### src/rtl/osc_meas_pkg.sv
`default_nettype none
// ============================================================================
//  Module      : osc_meas_pkg
//  Description : Shared types and helpers for the ring-oscillator measurement
//                controller: FSM state encoding, frame header constant and
//                width helpers.
//  Revision    : 1.0  initial release
// ============================================================================
package osc_meas_pkg;

    typedef enum logic [2:0] {
        IDLE  = 3'd0,
        GATE  = 3'd1,
        LATCH = 3'd2,
        SEND  = 3'd3,
        HALT  = 3'd4
    } state_t;

    localparam logic [7:0] FRAME_HDR = 8'hA5;

    // Frame = header(8) + seq(8) + timeout mask(8) + all channel counts.
    function automatic int frame_w(input int num_ch, input int cnt_w);
        return 24 + num_ch * cnt_w;
    endfunction

    // Counter width able to hold 0..n-1 (at least one bit).
    function automatic int cnt_bits(input int n);
        return (n > 1) ? $clog2(n) : 1;
    endfunction

endpackage
`default_nettype wire

### src/rtl/osc_meas_capture.sv
`default_nettype none
// ============================================================================
//  Module      : osc_meas_capture
//  Description : Per-channel capture slot. Stores the channel count on the
//                first acknowledged cycle while enabled and flags it captured.
//  Revision    : 1.0  initial release
//  Ports       : clk_i, rst_i   clock / synchronous active-high reset
//                clr_i          clears captured flag and stored count
//                en_i           capture window open (controller in LATCH)
//                ack_i          channel acknowledge (level)
//                count_i        channel latched count
//                field_o        effective frame field (all-ones if missing)
//                cap_o          effective captured flag
// ============================================================================
module osc_meas_capture #(
    parameter int CNT_W = 32
) (
    input  logic             clk_i,
    input  logic             rst_i,
    input  logic             clr_i,
    input  logic             en_i,
    input  logic             ack_i,
    input  logic [CNT_W-1:0] count_i,
    output logic [CNT_W-1:0] field_o,
    output logic             cap_o
);

    logic [CNT_W-1:0] data_q;
    logic             cap_q;
    logic             w_take;

    assign w_take = en_i & ack_i & ~cap_q;

    always_ff @(posedge clk_i) begin
        if (rst_i || clr_i) begin
            data_q <= '0;
            cap_q  <= 1'b0;
        end else if (w_take) begin
            data_q <= count_i;
            cap_q  <= 1'b1;
        end
    end

    // The effective view includes an ack present in the current cycle, so the
    // controller can close the latch window and build the frame in the same
    // cycle the last ack arrives.
    assign cap_o   = cap_q | w_take;
    assign field_o = cap_q  ? data_q  :
                     w_take ? count_i : {CNT_W{1'b1}};

endmodule
`default_nettype wire

### src/rtl/osc_meas_ctrl.sv
`default_nettype none
// ============================================================================
//  Module      : osc_meas_ctrl
//  Description : Measurement controller for ring-oscillator stress tests.
//                Generates gate window, oscillator reset and periodic halt,
//                collects per-channel counts via req/ack with timeout and
//                hands one framed record per sample to the UART transmitter.
//  Revision    : 1.0  initial release
//  Ports       : ref_clk_i, rst_i      clock / synchronous active-high reset
//                osc_rst_o             clears oscillator counters
//                osc_halt_o            stops oscillators
//                osc_latch_req_o       shared latch request
//                osc_latch_ack_i       per-channel acknowledge
//                osc_count_i           latched counts, channel 0 in LSBs
//                tx_start_o            one-cycle frame start
//                tx_data_o             {A5, seq, to_mask, counts}
//                tx_busy_i             transmitter busy
//                err_to_o              sticky timeout flag
//                seq_o                 sequence number of last frame sent
// ============================================================================
module osc_meas_ctrl
    import osc_meas_pkg::*;
#(
    parameter int NUM_CH   = 2,
    parameter int CNT_W    = 32,
    parameter int GATE_CYC = 10000000,
    parameter int ACK_TO   = 64,
    parameter int STP_SMPL = 30,
    parameter int HALT_CYC = 10000000
) (
    input  logic                               ref_clk_i,
    input  logic                               rst_i,
    output logic                               osc_rst_o,
    output logic                               osc_halt_o,
    output logic                               osc_latch_req_o,
    input  logic [NUM_CH-1:0]                  osc_latch_ack_i,
    input  logic [NUM_CH*CNT_W-1:0]            osc_count_i,
    output logic                               tx_start_o,
    output logic [frame_w(NUM_CH, CNT_W)-1:0]  tx_data_o,
    input  logic                               tx_busy_i,
    output logic                               err_to_o,
    output logic [7:0]                         seq_o
);

    localparam int FRAME_W = frame_w(NUM_CH, CNT_W);
    localparam int GATE_W  = cnt_bits(GATE_CYC);
    localparam int TO_W    = cnt_bits(ACK_TO);
    localparam int HALT_W  = cnt_bits(HALT_CYC);
    localparam int IDX_W   = cnt_bits(STP_SMPL + 1);

    state_t              state_q,    state_d;
    logic [GATE_W-1:0]   gate_cnt_q, gate_cnt_d;
    logic [TO_W-1:0]     to_cnt_q,   to_cnt_d;
    logic [HALT_W-1:0]   halt_cnt_q, halt_cnt_d;
    logic [IDX_W-1:0]    idx_q,      idx_d;
    logic                go_halt_q,  go_halt_d;
    logic                osc_rst_q,  osc_rst_d;
    logic                osc_halt_q, osc_halt_d;
    logic                latch_q,    latch_d;
    logic                tx_start_q, tx_start_d;
    logic [FRAME_W-1:0]  tx_data_q,  tx_data_d;
    logic                err_to_q,   err_to_d;
    logic [7:0]          seq_q,      seq_d;

    logic [NUM_CH-1:0]       w_cap;
    logic [NUM_CH*CNT_W-1:0] w_fields;
    logic [7:0]              w_mask8;
    logic                    w_gate_last;
    logic                    w_cap_en;
    logic                    w_all_cap;
    logic                    w_to_last;
    logic                    w_fire;
    logic [IDX_W-1:0]        w_idx_inc;
    logic                    w_idx_wrap;

    assign w_gate_last = (state_q == GATE) && (gate_cnt_q == GATE_W'(GATE_CYC - 1));
    assign w_cap_en    = (state_q == LATCH);

    generate
        for (genvar i = 0; i < NUM_CH; i++) begin : g_cap
            osc_meas_capture #(
                .CNT_W (CNT_W)
            ) u_cap (
                .clk_i   (ref_clk_i),
                .rst_i   (rst_i),
                .clr_i   (w_gate_last),
                .en_i    (w_cap_en),
                .ack_i   (osc_latch_ack_i[i]),
                .count_i (osc_count_i[i*CNT_W +: CNT_W]),
                .field_o (w_fields[i*CNT_W +: CNT_W]),
                .cap_o   (w_cap[i])
            );
        end
    endgenerate

    always_comb begin
        w_mask8               = '0;
        w_mask8[NUM_CH-1:0]   = ~w_cap;
    end

    always_comb begin
        state_d    = state_q;
        w_fire     = 1'b0;
        w_all_cap  = &w_cap;
        w_to_last  = (state_q == LATCH) && (to_cnt_q == TO_W'(ACK_TO - 1));
        w_idx_inc  = idx_q + 1'b1;
        w_idx_wrap = (STP_SMPL != 0) && (w_idx_inc == IDX_W'(STP_SMPL));

        // The transmit decision is taken at the edge that enters (or stays
        // in) SEND so that the registered tx_start is high in the SEND cycle
        // itself; SEND is left on the cycle after the pulse.
        case (state_q)
            IDLE:  state_d = GATE;
            GATE:  if (w_gate_last) state_d = LATCH;
            LATCH: begin
                if (w_all_cap || w_to_last) begin
                    state_d = SEND;
                    w_fire  = ~tx_busy_i;
                end
            end
            SEND: begin
                if (tx_start_q) state_d = go_halt_q ? HALT : GATE;
                else            w_fire  = ~tx_busy_i;
            end
            HALT:  if (halt_cnt_q == HALT_W'(HALT_CYC - 1)) state_d = GATE;
            default: state_d = IDLE;
        endcase

        gate_cnt_d = ((state_q == GATE)  && (state_d == GATE))  ? gate_cnt_q + 1'b1 : '0;
        to_cnt_d   = ((state_q == LATCH) && (state_d == LATCH)) ? to_cnt_q   + 1'b1 : '0;
        halt_cnt_d = ((state_q == HALT)  && (state_d == HALT))  ? halt_cnt_q + 1'b1 : '0;

        idx_d     = idx_q;
        go_halt_d = go_halt_q;
        if (w_fire) begin
            idx_d     = w_idx_wrap ? '0 : w_idx_inc;
            go_halt_d = w_idx_wrap;
        end

        tx_start_d = w_fire;
        tx_data_d  = w_fire ? {FRAME_HDR, seq_q, w_mask8, w_fields} : tx_data_q;
        seq_d      = w_fire ? seq_q + 8'd1 : seq_q;
        err_to_d   = err_to_q | (w_to_last & ~w_all_cap);

        // Outputs are decoded from next-state values so the registered
        // outputs line up with the state they describe.
        osc_rst_d  = (state_d == IDLE) || ((state_d == GATE) && (gate_cnt_d == '0));
        osc_halt_d = (state_d == IDLE) || (state_d == HALT);
        latch_d    = (state_d == LATCH);
    end

    always_ff @(posedge ref_clk_i) begin
        if (rst_i) begin
            state_q    <= IDLE;
            gate_cnt_q <= '0;
            to_cnt_q   <= '0;
            halt_cnt_q <= '0;
            idx_q      <= '0;
            go_halt_q  <= 1'b0;
            osc_rst_q  <= 1'b1;
            osc_halt_q <= 1'b1;
            latch_q    <= 1'b0;
            tx_start_q <= 1'b0;
            tx_data_q  <= '0;
            err_to_q   <= 1'b0;
            seq_q      <= '0;
        end else begin
            state_q    <= state_d;
            gate_cnt_q <= gate_cnt_d;
            to_cnt_q   <= to_cnt_d;
            halt_cnt_q <= halt_cnt_d;
            idx_q      <= idx_d;
            go_halt_q  <= go_halt_d;
            osc_rst_q  <= osc_rst_d;
            osc_halt_q <= osc_halt_d;
            latch_q    <= latch_d;
            tx_start_q <= tx_start_d;
            tx_data_q  <= tx_data_d;
            err_to_q   <= err_to_d;
            seq_q      <= seq_d;
        end
    end

    assign osc_rst_o       = osc_rst_q;
    assign osc_halt_o      = osc_halt_q;
    assign osc_latch_req_o = latch_q;
    assign tx_start_o      = tx_start_q;
    assign tx_data_o       = tx_data_q;
    assign err_to_o        = err_to_q;
    assign seq_o           = seq_q;

endmodule
`default_nettype wire

### config.mk
export PLATFORM = sky130hd
export DESIGN_NAME = osc_meas_ctrl
export DESIGN_NICKNAME = d
export VERILOG_FILES = /design/src/rtl/osc_meas_pkg.sv /design/src/rtl/osc_meas_capture.sv /design/src/rtl/osc_meas_ctrl.sv
export SDC_FILE = /design/constraint.sdc
export NUM_CORES = 1
export LEC_CHECK = 0
export CAP_MARGIN = 20
export CORE_MARGIN = 2
export CORE_UTILIZATION = 40
export CTS_BUF_LIST = sky130_fd_sc_hd__clkbuf_4
export CTS_CLUSTER_DIAMETER = 80
export DETAILED_ROUTE_END_ITERATION = 6
export PLACE_DENSITY = 0.6
export SYNTH_ARGS = -nofsm -noshare
export SYNTH_HDL_FRONTEND = slang
export SYNTH_SLANG_ARGS = --single-unit
### constraint.sdc
create_clock -name ref_clk_i -period 4.95 [get_ports ref_clk_i]
set_input_delay 0.7425 -clock ref_clk_i [delete_from_list [all_inputs] [get_ports ref_clk_i]]
set_output_delay 0.7425 -clock ref_clk_i [all_outputs]
set_load 0.02 [all_outputs]
Yosys cells after proc, flatten, opt, wreduce, memory -nomap -nowiden --
Index checks and enable logic that the tools add are counted.
Storage, ports and cells: register bits after elaboration 217, latch bits 0, RAM bits 0, memory bits (read-only) 0, output and inout port bits 101, word-level logic and storage cells 79, memories kept 0
Cells by class: add/sub/neg operators 5, multiply operators 0, div/mod/pow operators 0, magnitude comparators 0, eq/ne operators 11, shift operators 0, multiplexer cells 15, bitwise operators 15, reduce and logical (&&, ||, !) cells 16
Operator list (count):
- $mux 32 | 4
- $add 24x1->24 const B | 2
- $eq 24x24->1 const B | 2
- $logic_not 24->1 | 1
- $mux 24 | 1
- $mux 3 | 5
- $pmux 3 s5 | 1
- $eq 3x2->1 const B | 3
- $add 8x1->8 const B | 1
- $add 6x1->6 const B | 1
- $eq 3x1->1 const B | 2
- $eq 3x3->1 const B | 2
- $eq 6x6->1 const B | 1
- $logic_and 1x1->1 | 6
- $logic_not 3->1 | 2
- $not 1->1 | 6
- $add 5x1->5 const B | 1
- $and 1x1->1 | 5
- $eq 5x5->1 const B | 1
- $mux 5 | 1
- $logic_or 1x1->1 | 4
- $reduce_or 2->1 | 2
- $or 1x1->1 | 3
- $mux 1 | 2
- 3 further kinds | 3

Depth between registers and ports, before layout --
Gate-level depths: netlist of the first run.
word-level depth 14, depth in mapped cells 9, depth with buffers taken out 7

By module --
A second synthesis of the first run with hierarchy kept.
Unflattened totals: cell total of the unflattened synthesis 1226, area, all modules 10745.3 um^2
By module, submodules not included:
- osc_meas_ctrl | instances 1, cells an instance 782, area an instance 6381.1 um^2, seq. area each 3022.9 um^2
- osc_meas_capture | instances 2, cells an instance 222, area an instance 2182.1 um^2, seq. area each 660.6 um^2

Least setup slack after synthesis of the first run --
No wires, ideal clock.
path type input port to flip-flop, start input osc_latch_ack_i[0], end register seq_q[1] (netlist: seq_o[1]), arrival time 1.966 ns, data required time 4.880 ns, setup slack 2.914 ns, cell stages on the path 8, buffers on the path 2, cell sequence o22ai_1 o21ai_1 a21oi_2 or2_1 buf_2 buf_2 nand2_1 a21oi_1
Between the ends: cells in the longest elaborated chain, start to end 7
Ends and longest elaborated chain:
- start: declaration | RTL line osc_meas_ctrl.sv:36 | input logic [NUM_CH-1:0] osc_latch_ack_i,
- $and 1x1->1 (2 in series) | RTL line osc_meas_capture.sv:32 | assign w_take = en_i & ack_i & ~cap_q;
- $or 1x1->1 | RTL line osc_meas_capture.sv:47 | assign cap_o = cap_q | w_take;
- $reduce_and 2->1 | RTL line osc_meas_ctrl.sv:104 | w_all_cap = &w_cap;
- $logic_or 1x1->1 | RTL line osc_meas_ctrl.sv:116 | if (w_all_cap || w_to_last) begin
- $mux 1 | RTL line osc_meas_ctrl.sv:116
- $pmux 1 s2 | RTL line osc_meas_ctrl.sv:112 | case (state_q)
- end signal: assignment | RTL line osc_meas_ctrl.sv:180 | seq_q <= seq_d;
- end: declaration | RTL line osc_meas_ctrl.sv:63 | logic [7:0] seq_q, seq_d;
Every way passes these cells. A chain may end at the register's enable or synchronous reset.

Final worst setup path of the first run --
start register state_q[2], end register tx_data_q[17] (netlist: tx_data_o[17])
Between the ends: cells in the longest elaborated chain, start to end 8, elaborated cells between the ends (all ways) 15, classes of those cells 2 x eq/ne; 4 x mux; 6 x bitwise; 3 x reduce/logical
Ends and longest elaborated chain:
- start: declaration | RTL line osc_meas_ctrl.sv:51 | state_t state_q, state_d;
- start signal: assignment | RTL line osc_meas_ctrl.sv:168 | state_q <= state_d;
- $eq 3x2->1 | RTL line osc_meas_ctrl.sv:77, osc_meas_ctrl.sv:105, osc_meas_ctrl.sv:112
- $and 1x1->1 (2 in series) | RTL line osc_meas_capture.sv:32
- $or 1x1->1 | RTL line osc_meas_capture.sv:47
- $reduce_and 2->1 | RTL line osc_meas_ctrl.sv:104
- $logic_or 1x1->1 | RTL line osc_meas_ctrl.sv:116
- $mux 1 | RTL line osc_meas_ctrl.sv:116
- $pmux 1 s2 | RTL line osc_meas_ctrl.sv:112
- end signal: assignment | RTL line osc_meas_ctrl.sv:178 | tx_data_q <= tx_data_d;
- end: declaration | RTL line osc_meas_ctrl.sv:61 | logic [FRAME_W-1:0] tx_data_q, tx_data_d;
Parallel ways exist; a longest one is shown, timed or not.

==> reports/results.md, run 1 <==
- result of the run: finished clean
- Pleak: 3.78 nW
- fraction of registers with async set or reset after synthesis: 0%
- synth top area cells: dfxtp_1, nand2_1, a21oi_1
- Final Slew Violations: 0
- drt initial violations: 441
- Setup crit start: state_q[2]$_SDFF_PP0_
- multiplexer fraction of the synthesized cell area: 0.341%
- Synth Cell Area: 0.00917 mm²
- Row Count: 55
- share of cells above drive strength 1: 10.1%
- Slew Limit Headroom: 28.1%
- cell type with the largest total area after synthesis: dfxtp_1
- delay of the slowest cell on the worst path: 0.61 ns
- post-CTS setup-driven buffer insertion count: 0
- antenna-violating nets left: 0
- post-detailed-placement half-perimeter wirelength: 14.9 mm
- Die Height: 155 µm
- number of hold-repair buffers added at the cts stage: 0
- routed wire length per instance: 15.3 µm
- pin slew with the least headroom to its limit: 1.08 ns
- data arrival time of the worst path: 3.31 ns
- drc violations: 0
- peak fanout along the critical path: 54
- top cell types by occurrence after synthesis: nand2_1, dfxtp_1, a21oi_1, nor2_1, o221ai_1
- IO buf count: 159
- average size of a mapped cell: 8.38 µm²
- Synth Area in XOR/XNOR: 5.73%
- max-cap violations: 0
- synthesized-area fraction occupied by ao, oa, aoi and oai cells: 17.6%
- area overhead of the layout relative to synthesis: 25.8%
- final worst path period share: 54.9%
- largest clock skew in the final design: 0.0439 ns
- Finished Core Util: 51.1%
- insertion delay of the later-clocked pin in the worst-skew pair: 0.69 ns
- clock slew at reported path FFs: 0.06 ns
- placer congestion estimate: 0.775
- IO Count: 170
- die width: 155 µm
- Initial Util: 40.6%
- worst reg2reg path startpoint: state_q[2]$_SDFF_PP0_
- WHS Path Cells: 2
- Power per Cell Area: 297 mW/mm²
- first-pass iteration count of the detailed router: 5
- launching element type of the critical path: flop
- Final Net Count: 1311
- terminus of the critical flop-to-flop path: tx_data_o[17]$_SDFFE_PP0P_
- combinational family with the most area after synthesis: simple AND/OR/NAND/NOR gates
- number of register bits inferred by synthesis: 217
- vias per std cell: 5.25
- number of global-route vias before repair: 7937
- list of cells traversed by the critical path: nor2_1, and2_1, a21oi_2, or2_2, buf_12, nand2_1, a21oi_1
- required time worst endpoint: 5.54 ns
- share of Yosys cell area claimed by the top area cell type: 47.4%
- CTS tree: yes
- number of antenna violations at the first check in global routing: 1
- GR Overflow Total: 0
- vias post-DR: 8226
- number of resized instances in the post-cts repair step: 0
- top cell family by delay on the critical path: simple AND/OR/NAND/NOR gates
- cells after synthesis: 1094
- count leader, synth: nand2_1
- setup repair after global routing missed its margin: false
- synthesized-area fraction occupied by adder cells: 0.819%
- library cell contributing the largest single delay on the critical path: dfxtp_1
- cell at the root of the clock tree: clkbuf_4
- critical setup path kind: flop to flop
- maximum number of pins on one net before global-route repair: 67
- Post-Route Setup TNS: 0 ns
- placeable core region: 0.0226 mm²
- minimum clock period after layout: 2.72 ns
- count of cell types in the netlist: 69
- CTS max path bufs: 3
- EDFF count, synth: 0
- Post-Route WL: 24.0 mm
- number of buffers created by CTS: 58
- Yosys Warn Count: 0
- Peak Freq: 368 MHz
- r2r setup slk: 2.23 ns
- kind of path behind the tightest hold check: flop to flop
- number of cells traversed by the worst register-to-register path: 7
- htree depth: 2
- final hold violation count: 0
- crit path buf inv count: 1
- fraction of the mapped netlist area in simple logic gates: 22.5%
- maximum VDD drop: 129 µV
- proportion of synthesized chip area in sequential cells: 47.4%
- final setup violation count: 0
- first-pass GRT wire length: 39.4 mm
- CTS sink cnt: 217
- Setup crit end kind: flop
- prevailing post-synth register cell: dfxtp_1
- Crit path depth: 7
- GRT Overall Usage: 19.7%
- last element of the critical path: tx_data_o[17]$_SDFFE_PP0P_
- full die area: 0.0242 mm²
-- layout by cell type, fill, tap and decap left out, types with 6 or more instances in the layout --
cell type / count
nand2_1: 246
dfxtp_1: 217
clkdlybuf4s50_1: 158
a21oi_1: 151
clkbuf_4: 87
nor2_1: 79
o221ai_1: 64
xnor2_1: 32
xor2_1: 28
nand3_1: 27
and3_1: 14
clkinv_1: 14
nor3_1: 13
nand4_1: 12
conb_1: 10
nor4b_1: 8
inv_1: 8
buf_4: 8
ha_1: 6
-- worst min-delay path by stage --
| stage | startpoint | endpoint | slack (ns) |
|---|---|---|---|
| 2_1_floorplan | to_cnt_q[0]$_SDFF_PP0_ | to_cnt_q[0]$_SDFF_PP0_ | 0.43 |
| 3_3_place_gp | tx_data_o[9]$_SDFFE_PP0P_ | tx_data_o[9]$_SDFFE_PP0P_ | 0.44 |
| 3_5_place_dp | tx_data_o[1]$_SDFFE_PP0P_ | tx_data_o[1]$_SDFFE_PP0P_ | 0.44 |
| 4_1_cts | tx_data_o[16]$_SDFFE_PP0P_ | tx_data_o[16]$_SDFFE_PP0P_ | 0.45 |
| 5_1_grt | tx_data_o[13]$_SDFFE_PP0P_ | tx_data_o[13]$_SDFFE_PP0P_ | 0.47 |
| 6_report | tx_data_o[16]$_SDFFE_PP0P_ | tx_data_o[16]$_SDFFE_PP0P_ | 0.45 |
-- cell type report --
cell class                      count  area [µm²]
Clock inverter                     18        81.3
Fill cell                        2223       11000
Inverter                           10        37.5
Tap cell                          285         357
Sequential cell                   217        4340
Clock buffer                       87         653
Timing Repair Buffer              169        1700
Antenna cell                        1        2.50
Multi-Input combinational cell    780        4360
-- where the power goes --
part | switching, mW | internal (mW) | leakage (nW)
sequential | 0.00276 | 1.75 | 1.75
clock | 0.751 | 0.805 | 0.439
combinational | 0.0630 | 0.0572 | 1.59
total | 0.817 | 2.61 | 3.78
-- metrics by stage --
step / total power [mW] / setup slack (ns) / hold slack (ns) / area, µm² / cells
after global routing: 3.58 / 1.99 / 0.465 / 11500 / 1567
after detailed placement: 1.91 / 1.69 / 0.444 / 10800 / 1460
after floorplan: 1.84 / 2.91 / 0.428 / 9200 / 1103
final: 3.43 / 2.23 / 0.448 / 11500 / 1567
after CTS: 3.48 / 2.24 / 0.452 / 11500 / 1565
after global placement: 1.91 / 1.74 / 0.436 / 10800 / 1460
-- flip-flops by register name (all words and copies together) (netlist names) --
signal,flops
osc_halt_o,1
g_cap.u_cap.data_q,64
to_cnt_q,6
osc_latch_req_o,1
gate_cnt_q,24
osc_rst_o,1
halt_cnt_q,24
g_cap.u_cap.cap_q,2
err_to_o,1
idx_q,5
seq_o,8
state_q,3
tx_data_o,75
tx_start_o,1
go_halt_q,1
-- worst reg2reg max path, stage by stage, from the launching register on --
cell and delay (ns):
dfxtp_1 0.61, nor2_1 0.10, and2_1 0.31, a21oi_2 0.45, or2_2 0.59, buf_12 0.34, nand2_1 0.11, a21oi_1 0.16
-- kinds of logic after synthesis --
logic type / Yosys count
and+or+nand+nor: 450
adders and majority gates: 6
AOI/OAI and AO/OA: 251
other: 1
muxes: 3
buffers and inverters: 106
xor gates and xnor gates: 60
DFF: 217
-- metal layers --
| layer | GRT usage [%] | share of wire [%] | vias to the layer above | wire [µm] |
|---|---|---|---|---|
| met5 | 0 | 0 | - | 0 |
| met4 | 7.03 | 2.1 | 0 | 495 |
| met3 | 5.49 | 6.8 | 41 | 1640 |
| met2 | 30.9 | 45 | 254 | 10700 |
| met1 | 26.1 | 47 | 3833 | 11200 |
| li1 | - | - | 4098 | - |
Power figures use the tool's default switching activity.
==> run 2: changes to the inputs <==
- PLACE_DENSITY: 0.6 -> 0.62
- clock period: 4.95 -> 2.5 ns (I/O delays scaled with it)
==> run 2 against run 1 <==
Against the previous run: sequential share of layout area shrank 0.36 points; non-clock buffer count up 15; power is 95% higher; register-to-register slack got worse by 2.0 ns; worst hold slack got worse by 0.23 ns; combinational power increased by 100%; sequential power increased by 98%; final area is 0.98% higher; via count rose by 0.11%; global-route usage down 0.75 points; critical path type unchanged.
==> reports/results.md, run 2 (synthesis results as in run 1) <==
- result of the run: finished clean
- largest clock skew in the final design: 0.0475 ns, +0.00357 ns
- post-CTS setup-driven buffer insertion count: 0, unchanged
- crit path buf inv count: 0, -1
- GRT Overall Usage: 19.0%, -0.75 points
- Peak Freq: 439 MHz, +19%
- setup repair after global routing missed its margin: false
- CTS tree: yes
- kind of path behind the tightest hold check: input pin to flop
- Slew Limit Headroom: 58.6%, +30 points
- area overhead of the layout relative to synthesis: 27.0%
- vias post-DR: 8235, +0.11%
- Post-Route WL: 23.3 mm, -3.1%
- IO buf count: 159, unchanged
- Final Slew Violations: 0, unchanged
- Initial Util: 40.6%, unchanged
- Power per Cell Area: 574 mW/mm², +93%
- required time worst endpoint: 3.02 ns, -2.52 ns
- placer congestion estimate: 0.788, +1.7%
- library cell contributing the largest single delay on the critical path: or3_1
- GR Overflow Total: 0, unchanged
- Die Height: 155 µm, unchanged
- highest layer used for signal routing: met4
- met2 routed WL: 10.4 mm, -2.5%
- insertion delay of the later-clocked pin in the worst-skew pair: 0.68 ns, about the same
- number of antenna violations at the first check in global routing: 1, unchanged
- cell type with the highest occurrence count on the critical path: o2111ai_1
- cell at the root of the clock tree: clkbuf_4
- minimum clock period after layout: 2.28 ns, -0.441 ns
- top cell family by delay on the critical path: compound AO/OA/AOI/OAI gates
- post-detailed-placement half-perimeter wirelength: 14.4 mm, -3.1%
- r2r setup slk: 0.22 ns, -2.01 ns
- max-cap violations: 0, unchanged
- full die area: 0.0242 mm², unchanged
- Finished Core Util: 51.6%, +0.50 points
- antenna-violating nets left: 0, unchanged
- Post-Route Setup TNS: 0 ns, unchanged
- maximum number of pins on one net before global-route repair: 79, +18%
- routed wire length per instance: 14.7 µm, -3.7%
- list of cells traversed by the critical path: ha_1, or3_1, a21oi_1, o2111ai_1, a211oi_1, o2111ai_1, o31ai_1
- final worst path period share: 91.1%, +36 points
- commonest non-fill, non-tap cell in the layout: nand2_1
- Pleak: 3.84 nW, +1.8%
- CTS max path bufs: 3, unchanged
- number of flip-flops in the largest register: 75, unchanged
- Overall Power: 6.69 mW, +95%
- htree depth: 2, unchanged
- vias per std cell: 5.22, -0.53%
- final setup violation count: 0, unchanged
- launching element type of the critical path: flop
- share of cells above drive strength 1: 10.9%, +0.78 points
- first-pass GRT wire length: 38.1 mm, -3.1%
- Final Net Count: 1324, +0.99%
- met3 layer wire length in the routed design: 1.87 mm, +14%
- top library cells by usage in the layout, fill and taps aside: nand2_1, dfxtp_1, clkdlybuf4s50_1
- data arrival time of the worst path: 2.80 ns, -0.51 ns
- number of buffers created by CTS: 56, -3.4%
- Row Count: 55, unchanged
- delay of the slowest cell on the worst path: 0.39 ns, -0.22 ns
- die width: 155 µm, unchanged
- first-pass iteration count of the detailed router: 5, unchanged
- final hold violation count: 0, unchanged
- drt initial violations: 478, +8.4%
- CTS sink cnt: 217, unchanged
- WL met1: 10.5 mm, -6.4%
- IO Count: 170, unchanged
- critical setup path kind: flop to flop
- maximum VDD drop: 314 µV, +140%
- number of hold-repair buffers added at the cts stage: 0, unchanged
- pin slew with the least headroom to its limit: 0.621 ns, -0.457 ns
- peak fanout along the critical path: 6, -89%
- clock slew at reported path FFs: 0.06 ns, about the same
- Setup crit end kind: flop
- drc violations: 0, unchanged
- placeable core region: 0.0226 mm², unchanged
- number of resized instances in the post-cts repair step: 0, unchanged
- number of global-route vias before repair: 7693, -3.1%
[run 2: cell type report]
type                            count  area [µm²]
Tap cell                          285         357
Fill cell                        2200       10900
Clock buffer                       86         646
Antenna cell                        2        5.00
Timing Repair Buffer              184        1840
Inverter                           10        37.5
Sequential cell                   217        4340
Clock inverter                     13        58.8
Multi-Input combinational cell    780        4360
[run 2: worst reg2reg max path: stages (launching register included)]
cell and delay [ns]:
dfxtp_1 0.34, ha_1 0.28, or3_1 0.39, a21oi_1 0.15, o2111ai_1 0.14, a211oi_1 0.31, o2111ai_1 0.16, o31ai_1 0.38
[run 2: metal layers]
layer	global-route usage, %	vias up
met3	5.96	45
met5	0	-
met1	25.1	3800
met2	29.5	271
li1	-	4119
met4	6.16	0
[run 2: worst paths after layout]
path / from / endpoint / depth (start not counted)
setup / recovery: gate_cnt_q[0]$_SDFF_PP0_ / osc_rst_o$_SDFF_PP1_ / 7
hold / removal: rst_i / seq_o[4]$_SDFFE_PP0P_ / 2
setup reg to reg: gate_cnt_q[0]$_SDFF_PP0_ / osc_rst_o$_SDFF_PP1_ / 7
hold reg to reg: tx_data_o[32]$_SDFFE_PP0P_ / tx_data_o[32]$_SDFFE_PP0P_ / 2
[run 2: per-stage QoR]
stage | std cells | hold slack, ns | worst slack (ns) | instance area [µm²]
5_1_grt | 1577 | 0.178 | 0.0528 | 11600
4_1_cts | 1575 | 0.161 | 0.219 | 11600
6_report | 1577 | 0.216 | 0.223 | 11600
3_5_place_dp | 1476 | 0.444 | 0.179 | 10900
2_1_floorplan | 1103 | 0.428 | 0.480 | 9200
3_3_place_gp | 1476 | 0.438 | 0.221 | 10900
[run 2: power breakdown]
group	total [mW]	switching, mW	leakage (nW)	internal (mW)
clock	2.98	1.42	0.420	1.56
sequential	3.47	0.00538	1.75	3.46
combinational	0.240	0.122	1.68	0.118
total	6.69	1.55	3.84	5.14
